## config.mk

```make
export PLATFORM = sky130hd
export DESIGN_NAME = vert_servo_pwm
export DESIGN_NICKNAME = d
export VERILOG_FILES = /design/src/rtl/solar_pkg.sv /design/src/rtl/pwm_frame_timer.sv /design/src/rtl/vert_servo_pwm.sv
export SDC_FILE = /design/constraint.sdc
export NUM_CORES = 1
export LEC_CHECK = 0
export BUFFER_PORTS_ARGS = -buffer_cell sky130_fd_sc_hd__buf_2
export CAP_MARGIN = 20
export CORE_MARGIN = 4
export CORE_UTILIZATION = 25
export CTS_BUF_LIST = sky130_fd_sc_hd__clkbuf_4 sky130_fd_sc_hd__clkbuf_8 sky130_fd_sc_hd__clkbuf_16
export CTS_CLUSTER_SIZE = 12
export DETAILED_ROUTE_END_ITERATION = 8
export GPL_TIMING_DRIVEN = 0
export PLACE_DENSITY = 0.46
export SLEW_MARGIN = 0
export SYNTH_ARGS = -nofsm -noshare
export SYNTH_HDL_FRONTEND = slang
export SYNTH_HIERARCHICAL = 1
export SYNTH_SLANG_ARGS = --single-unit
```

## constraint.sdc

```tcl
create_clock -name CLK -period 3.2 [get_ports CLK]
set_input_delay 0.64 -clock CLK [delete_from_list [all_inputs] [get_ports CLK]]
set_output_delay 0.64 -clock CLK [all_outputs]
set_load 0.05 [all_outputs]
```

## src/rtl/solar_pkg.sv

```systemverilog
// Shared solar-tracker servo timing constants and the servo frame FSM encoding.
// Used by both the vertical and horizontal servo drivers.
package solar_pkg;

  localparam int unsigned CLK_HZ           = 100_000_000;
  localparam int unsigned SERVO_PERIOD_CYC = 2_000_000;
  localparam int unsigned SERVO_MIN_PULSE  = 50_000;
  localparam int unsigned SERVO_STEP_CYC   = 1_000;
  localparam int unsigned SERVO_POS_MAX    = 200;
  localparam int unsigned SERVO_POS_W      = 8;

  typedef enum logic {
    StOff = 1'b0,
    StRun = 1'b1
  } servo_state_e;

  // Elaboration-time only; the datapath tracks the pulse incrementally.
  function automatic int unsigned servo_pulse(input int unsigned min_pulse,
                                              input int unsigned step_cyc,
                                              input int unsigned pos);
    return min_pulse + pos * step_cyc;
  endfunction

endpackage

```

## src/rtl/pwm_frame_timer.sv

```systemverilog
// Servo frame timer: OFF/RUN FSM, frame counter, first-cycle tick and last-cycle strobe.
// Also exposes next-state run/count so the PWM output can be registered without lag.
module pwm_frame_timer
  import solar_pkg::*;
#(
  parameter int unsigned PERIOD_CYC = SERVO_PERIOD_CYC,
  parameter int unsigned CNT_W      = $clog2(SERVO_PERIOD_CYC)
) (
  input  logic             CLK,
  input  logic             RST_N,
  input  logic             en_i,
  output logic             frame_tick_o,
  output logic             last_o,
  output logic             run_next_o,
  output logic [CNT_W-1:0] cnt_next_o
);

  localparam logic [CNT_W-1:0] CNT_LAST = CNT_W'(PERIOD_CYC - 1);

  servo_state_e     state_q, state_d;
  logic [CNT_W-1:0] cnt_q, cnt_d;
  logic             last;

  assign last = (state_q == StRun) && (cnt_q == CNT_LAST);

  // Enable is only honoured at frame end so a frame always completes.
  always_comb begin
    state_d = state_q;
    cnt_d   = cnt_q;
    case (state_q)
      StOff: begin
        cnt_d = '0;
        if (en_i) state_d = StRun;
      end
      StRun: begin
        if (last) begin
          cnt_d = '0;
          if (!en_i) state_d = StOff;
        end else begin
          cnt_d = cnt_q + CNT_W'(1);
        end
      end
      default: begin
        state_d = StOff;
        cnt_d   = '0;
      end
    endcase
  end

  always_ff @(posedge CLK) begin
    if (!RST_N) begin
      state_q <= StOff;
      cnt_q   <= '0;
    end else begin
      state_q <= state_d;
      cnt_q   <= cnt_d;
    end
  end

  assign frame_tick_o = (state_q == StRun) && (cnt_q == '0);
  assign last_o       = last;
  assign run_next_o   = RST_N && (state_d == StRun);
  assign cnt_next_o   = cnt_d;

endmodule

```

## src/rtl/vert_servo_pwm.sv

```systemverilog
// Vertical-axis servo driver: position index, once-per-frame stepping, PWM and end-stop flags.
// Define SERVO_CENTER_RESET_EN to reset to mid-travel instead of position 0.
module vert_servo_pwm
  import solar_pkg::*;
#(
  parameter int unsigned PERIOD_CYC = SERVO_PERIOD_CYC,
  parameter int unsigned MIN_PULSE  = SERVO_MIN_PULSE,
  parameter int unsigned STEP_CYC   = SERVO_STEP_CYC,
  parameter int unsigned POS_MAX    = SERVO_POS_MAX,
  parameter int unsigned POS_W      = SERVO_POS_W
) (
  input  logic             CLK,
  input  logic             RST_N,
  input  logic             SERVO_EN,
  input  logic             STEP_UP,
  input  logic             STEP_DOWN,
  output logic             PWM_OUT,
  output logic             PWM_limit,
  output logic             PWM_LOW_LIMIT,
  output logic [POS_W-1:0] POS,
  output logic             FRAME_TICK
);

  localparam int unsigned CNT_W = $clog2(PERIOD_CYC);

`ifdef SERVO_CENTER_RESET_EN
  localparam int unsigned POS_RST = POS_MAX / 2;
`else
  localparam int unsigned POS_RST = 0;
`endif

  localparam logic [POS_W-1:0] POS_TOP    = POS_W'(POS_MAX);
  localparam logic [POS_W-1:0] POS_INIT   = POS_W'(POS_RST);
  localparam logic [CNT_W-1:0] PULSE_INIT = CNT_W'(servo_pulse(MIN_PULSE, STEP_CYC, POS_RST));
  localparam logic [CNT_W-1:0] PULSE_STEP = CNT_W'(STEP_CYC);
  localparam logic             LIM_INIT   = (POS_RST == POS_MAX);
  localparam logic             LOW_INIT   = (POS_RST == 0);

  if (servo_pulse(MIN_PULSE, STEP_CYC, POS_MAX) >= PERIOD_CYC) begin : gen_pulse_err
    $error("vert_servo_pwm: maximum pulse does not fit inside the PWM period");
  end
  if (longint'(POS_MAX) > ((longint'(1) << POS_W) - 1)) begin : gen_pos_err
    $error("vert_servo_pwm: POS_W too narrow for POS_MAX");
  end

  logic             frame_last;
  logic             run_next;
  logic [CNT_W-1:0] cnt_next;

  pwm_frame_timer #(
    .PERIOD_CYC (PERIOD_CYC),
    .CNT_W      (CNT_W)
  ) u_frame_timer (
    .CLK          (CLK),
    .RST_N        (RST_N),
    .en_i         (SERVO_EN),
    .frame_tick_o (FRAME_TICK),
    .last_o       (frame_last),
    .run_next_o   (run_next),
    .cnt_next_o   (cnt_next)
  );

  logic [POS_W-1:0] pos_q, pos_d;
  logic [CNT_W-1:0] pulse_q, pulse_d;
  logic             lim_q, lim_d;
  logic             low_q, low_d;
  logic             pwm_q, pwm_d;

  // Steps commit on the last frame cycle so the new width covers the whole next frame.
  always_comb begin
    pos_d   = pos_q;
    pulse_d = pulse_q;
    if (frame_last && (STEP_UP != STEP_DOWN)) begin
      if (STEP_UP && (pos_q != POS_TOP)) begin
        pos_d   = pos_q + POS_W'(1);
        pulse_d = pulse_q + PULSE_STEP;
      end else if (STEP_DOWN && (pos_q != '0)) begin
        pos_d   = pos_q - POS_W'(1);
        pulse_d = pulse_q - PULSE_STEP;
      end
    end
    lim_d = (pos_d == POS_TOP);
    low_d = (pos_d == '0);
    // Compare against next count and width so the registered output is cycle-aligned.
    pwm_d = run_next && (cnt_next < pulse_d);
  end

  always_ff @(posedge CLK) begin
    if (!RST_N) begin
      pos_q   <= POS_INIT;
      pulse_q <= PULSE_INIT;
      lim_q   <= LIM_INIT;
      low_q   <= LOW_INIT;
      pwm_q   <= 1'b0;
    end else begin
      pos_q   <= pos_d;
      pulse_q <= pulse_d;
      lim_q   <= lim_d;
      low_q   <= low_d;
      pwm_q   <= pwm_d;
    end
  end

  assign PWM_OUT       = pwm_q;
  assign PWM_limit     = lim_q;
  assign PWM_LOW_LIMIT = low_q;
  assign POS           = pos_q;

endmodule

```

## Yosys cells after proc, flatten, opt, wreduce, memory -nomap -nowiden

Index checks and enable logic that the tools add are counted.

| storage, ports and cells | value |
|---|---|
| input bits | 5 |
| register bits after elaboration | 54 |
| output and inout port bits | 12 |
| word-level logic and storage cells | 39 |

| cells by class | value |
|---|---|
| bitwise gates (word level) | 1 |
| equality and inequality tests | 4 |
| reduce and logical (&&, ||, !) cells | 10 |
| add/sub/neg operators | 5 |
| order comparisons | 1 |
| multiplexer cells | 11 |

Operators by type and width:

| operator | number |
|---|---|
| 21-bit 2-to-1 mux | 4 |
| 21-bit one-hot mux with 2 select lines | 1 |
| 8-bit 2-to-1 mux | 3 |
| 21-bit by 1-bit adder with 21-bit output, second input constant | 1 |
| 21-bit by 10-bit adder with 21-bit output, second input constant | 1 |
| 21-bit == test, second input constant | 1 |
| 21-bit logical NOT | 1 |
| 21-bit less-than comparator | 1 |
| 21-bit by 10-bit subtractor with 21-bit output, second input constant | 1 |
| 8-bit by 1-bit adder with 8-bit output, second input constant | 1 |
| 8-bit == test, second input constant | 1 |
| 8-bit logical NOT | 1 |
| 8-bit inequality test, second input constant | 1 |
| 8-bit nonzero test | 1 |
| 8-bit by 1-bit subtractor with 8-bit output, second input constant | 1 |
| 1-bit logical AND | 7 |
| 1-bit 2-to-1 mux | 2 |
| 1-bit one-hot mux with 2 select lines | 1 |
| 1-bit inequality test | 1 |
| 1-bit NOT | 1 |

## Logic depth before layout (Yosys ltp)

| depth | value |
|---|---|
| depth after elaboration | 7 |
| mapped depth | 18 |
| mapped depth without buffers | 14 |

## By module

The synthesis kept the hierarchy.

By module, submodules not included:

| module | seq. area each (µm²) | area an instance (µm²) | times used | cells an instance |
|---|---|---|---|---|
| vert_servo_pwm | 580.6 | 2452.4 | 1 | 301 |
| pwm_frame_timer | 440.4 | 1194.9 | 1 | 149 |

## Worst setup path after synthesis

No wires, ideal clock.

| timing path | value |
|---|---|
| path kind | register to register |
| from | reg pos_q[1] (netlist: POS[1]) |
| to | reg pwm_q (netlist: PWM_OUT) |
| slack | -358 ps |
| buffers on the path | 3 |
| setup time | 70 ps |
| required time | 3130 ps |
| stages on the path, launching flop included | 18 |
| data arrival time | 3488 ps |
| clock period less this slack | 3558 ps |
| path through | dfxtp_1 > clkbuf_1 > inv_1 > ha_1 > or4b_4 > buf_6 > o21ai_2 > buf_2 > nor2_1 > a211oi_1 > xnor2_1 > ha_1 > a211oi_1 > o21ai_0 > o211ai_1 > a21oi_1 > a211o_1 > a21oi_1 |

| between the ends | value |
|---|---|
| cells in the longest elaborated chain, start to end | 7 |
| elaborated cells between the ends (all ways) | 9 |
| those cells by class | 1 x order compare; 1 x eq/ne; 3 x mux; 4 x reduce/logical |

RTL lines:

| element | line | RTL |
|---|---|---|
| from (decl) | vert_servo_pwm.sv:63 | `logic [POS_W-1:0] pos_q, pos_d;` |
| from (signal assigned) | vert_servo_pwm.sv:96 | `pos_q <= pos_d;` |
| 8-bit nonzero test | vert_servo_pwm.sv:77 | `end else if (STEP_DOWN && (pos_q != '0)) begin` |
| 1-bit logical AND | vert_servo_pwm.sv:77 |  |
| 21-bit 2-to-1 mux | vert_servo_pwm.sv:77 |  |
| 21-bit 2-to-1 mux * | vert_servo_pwm.sv:74 | `if (STEP_UP && (pos_q != POS_TOP)) begin` |
| 21-bit 2-to-1 mux * | vert_servo_pwm.sv:73 | `if (frame_last && (STEP_UP != STEP_DOWN)) begin` |
| 21-bit less-than comparator * | vert_servo_pwm.sv:85 | `pwm_d = run_next && (cnt_next < pulse_d);` |
| 1-bit logical AND * | vert_servo_pwm.sv:85 |  |
| to (signal assigned) | vert_servo_pwm.sv:100 | `pwm_q <= pwm_d;` |
| to (decl) | vert_servo_pwm.sv:67 | `logic pwm_q, pwm_d;` |

Every way passes the cells marked *; elsewhere a longest branch is shown, timed or not.
A chain may end at the register's enable or synchronous reset.

## Final worst setup path

| timing path | value |
|---|---|
| from | reg pos_q[0] (netlist: POS[0]) |
| to | reg pwm_q (netlist: PWM_OUT) |

Same word-level chain as after synthesis.

==> out/metrics.cfg <==
[sta]
timing.fmax_ghz = 0.314
min_period_ns = 3.18
setup_viol = 0
worst_pin_slew_ns = 0.722
hold_violations = 0
fin_crit_sh_pct = 99.4
rsz0062_at_grt = yes
final-max-slew-violation-count = 0
fin_skew_ns = 0.00906
slew_headroom_pct = 51.7

[cells_and_area]
nets = 517
stdcell_area_mm2 = 0.00446
num_antenna_cells = 0
area_delta_synth_final_pct = 22.6
drive_gt1_share_pct = 21.4
utilization_pct = 31.7

[setup_path]
crit_type = reg2reg
crit_fanout = 8
r2r_slack_ns = 0.02
r2r_end = PWM_OUT$_SDFF_PN0_
reg2regPathDepth = 16
reg2reg_from = POS[0]$_SDFF_PN0_
crit_arrival_ns = 3.41
worst_setup_path_end_kind = register
start_kind = register
required_ns = 3.43

[floorplanning]
ios = 17
fp.dieH_um = 129
die_area_mm2 = 0.0165
core_area_mm2 = 0.0140
start_util_pct = 25.9
fp.dieW_um = 129
rows = 43

[detailed_routing]
drtIter0Drc = 211
avgRoutedWirePerCell_um = 15.1
ant_nets = 0
vias_per_cell = 5.08
first_pass_iters = 5
wirelength_um = 10100
drc_errors = 0
dr_total_vias = 3406

[cts]
clock_path_buffers = 2
ctsHoldBuffers = 0
cts.sinks = 51
cts_root_buffer = clkbuf_16
cts_buffers = 5
clk_latency_ns = 0.30
cts_tree = built
cts_max_level = 2
path_clk_slew_ns = 0.08

[grt]
grt_pass1_wl_um = 16400
grt_antenna_before_repair = 0
grt-ovfl-total = 0
grt_max_degree = 18
grt_pass1_vias = 3212
grt_usage_pct = 12.2

[power]
ir_worst_vdd_uv = 285
p_leak_uw = 0.00163
p_per_area_mw_per_mm2 = 303

[placement]
port_buffers = 16
place_area_mm2 = 0.00403
globalplace.congestion = 0.849
dp_hpwl_um = 7490

[worst_hold_path]
hold_path.startpoint = u_frame_timer/cnt_q[0]$_SDFF_PN0_
min_to = u_frame_timer/cnt_q[0]$_SDFF_PN0_
min_path_type = reg2reg
hold-path-cell-count = 1

[synthesis]
syn_area_per_cell_um2 = 8.13
yosys_warnings = 6
syn_area_mm2 = 0.00364
synthCells = 447
synth_fp_nets = 475

[job]
maxCapViolations = 0

[status]
status = complete, no violations

worst max-delay path by stage:
stage / startpoint / to
finish: POS[0]$_SDFF_PN0_ / PWM_OUT$_SDFF_PN0_
global route: POS[0]$_SDFF_PN0_ / PWM_OUT$_SDFF_PN0_
CTS: POS[1]$_SDFF_PN0_ / PWM_OUT$_SDFF_PN0_
detailed placement: u_frame_timer/cnt_q[0]$_SDFF_PN0_ / PWM_OUT$_SDFF_PN0_
global placement: u_frame_timer/cnt_q[0]$_SDFF_PN0_ / PWM_OUT$_SDFF_PN0_
floorplan: POS[4]$_SDFF_PN0_ / PWM_OUT$_SDFF_PN0_
critical path, cell delays in order, from the launching register on:
cell,delay (ns)
dfxtp_4,0.36
inv_4,0.06
ha_4,0.13
or4b_4,0.54
o21a_1,0.21
buf_6,0.14
buf_12,0.14
nor3_2,0.13
o221ai_2,0.13
xor2_2,0.20
ha_1,0.32
o21ai_1,0.08
o21ai_1,0.08
o211ai_1,0.09
a21oi_1,0.08
a211o_1,0.28
a21oi_2,0.14
repair_timing:
item                                    CTS  global route
buffers inserted                         17             5
endpoints found under the setup margin    1             1
resized for setup                        14            13
pin swaps                                17            13
layer usage:
layer | global-route usage, % | part of all wire (%) | vias up
met3 | 1.54 | 3.6 | 18
li1 | - | - | 1701
met5 | 0 | 0 | -
met2 | 18.8 | 44 | 73
met1 | 17.5 | 50 | 1614
met4 | 4.63 | 2.5 | 0
area by class of cell:
cell class              instances  area (um^2)
well taps                     180          225
clock buffers                   6          150
clock inverters                 2         16.3
multi-input cells             357         2550
inverters                      10         42.5
flip-flops and latches         51         1030
plain buffers                  26          183
repair buffers                 38          262
fillers                      1486         9580
flip-flops by register name, summed over array words and instances, names as in the netlist:
| register | flops |
|---|---|
| u_frame_timer/state_q | 1 |
| PWM_limit | 1 |
| PWM_OUT | 1 |
| PWM_LOW_LIMIT | 1 |
| u_frame_timer/cnt_q | 21 |
| pulse_q | 18 |
| POS | 8 |
power by group:
part / total [uW] / switching, uW / internal, uW / leakage (uW)
clock: 608 / 267 / 341 / 0.0000786
sequential: 638 / 2.45 / 636 / 0.000413
combinational: 103 / 65.1 / 38.3 / 0.00114
total: 1350 / 335 / 1020 / 0.00163
stage by stage:
| stage | power (uW) | hold slack (ns) | setup TNS [ns] | setup WS [ns] | cells |
|---|---|---|---|---|---|
| after detailed placement | 748 | 0.458 | -0.592 | -0.592 | 643 |
| after global placement | 748 | 0.439 | -0.610 | -0.610 | 643 |
| after floorplan | 721 | 0.425 | 0 | 0.0155 | 447 |
| final | 1350 | 0.474 | 0 | 0.0188 | 670 |
| after global routing | 1400 | 0.521 | -0.162 | -0.162 | 670 |
| after CTS | 1380 | 0.479 | -0.0404 | -0.0404 | 665 |
layout by cell type (no fill, tap or decap), types with 9 or more instances in the layout:
cell type and n:
clkbuf_1 11, a21oi_1 19, dfxtp_1 49, nand3_1 15, nor2b_1 17, nor4_1 12
nor3_1 10, buf_2 20, o21ai_0 14, xor2_1 28, buf_4 21, or3_1 9
ha_1 21, nand2_1 32, nor2_1 44, nand4_1 14, buf_6 9, xnor2_1 10
No activity file was read; power rests on OpenSTA's default activity.
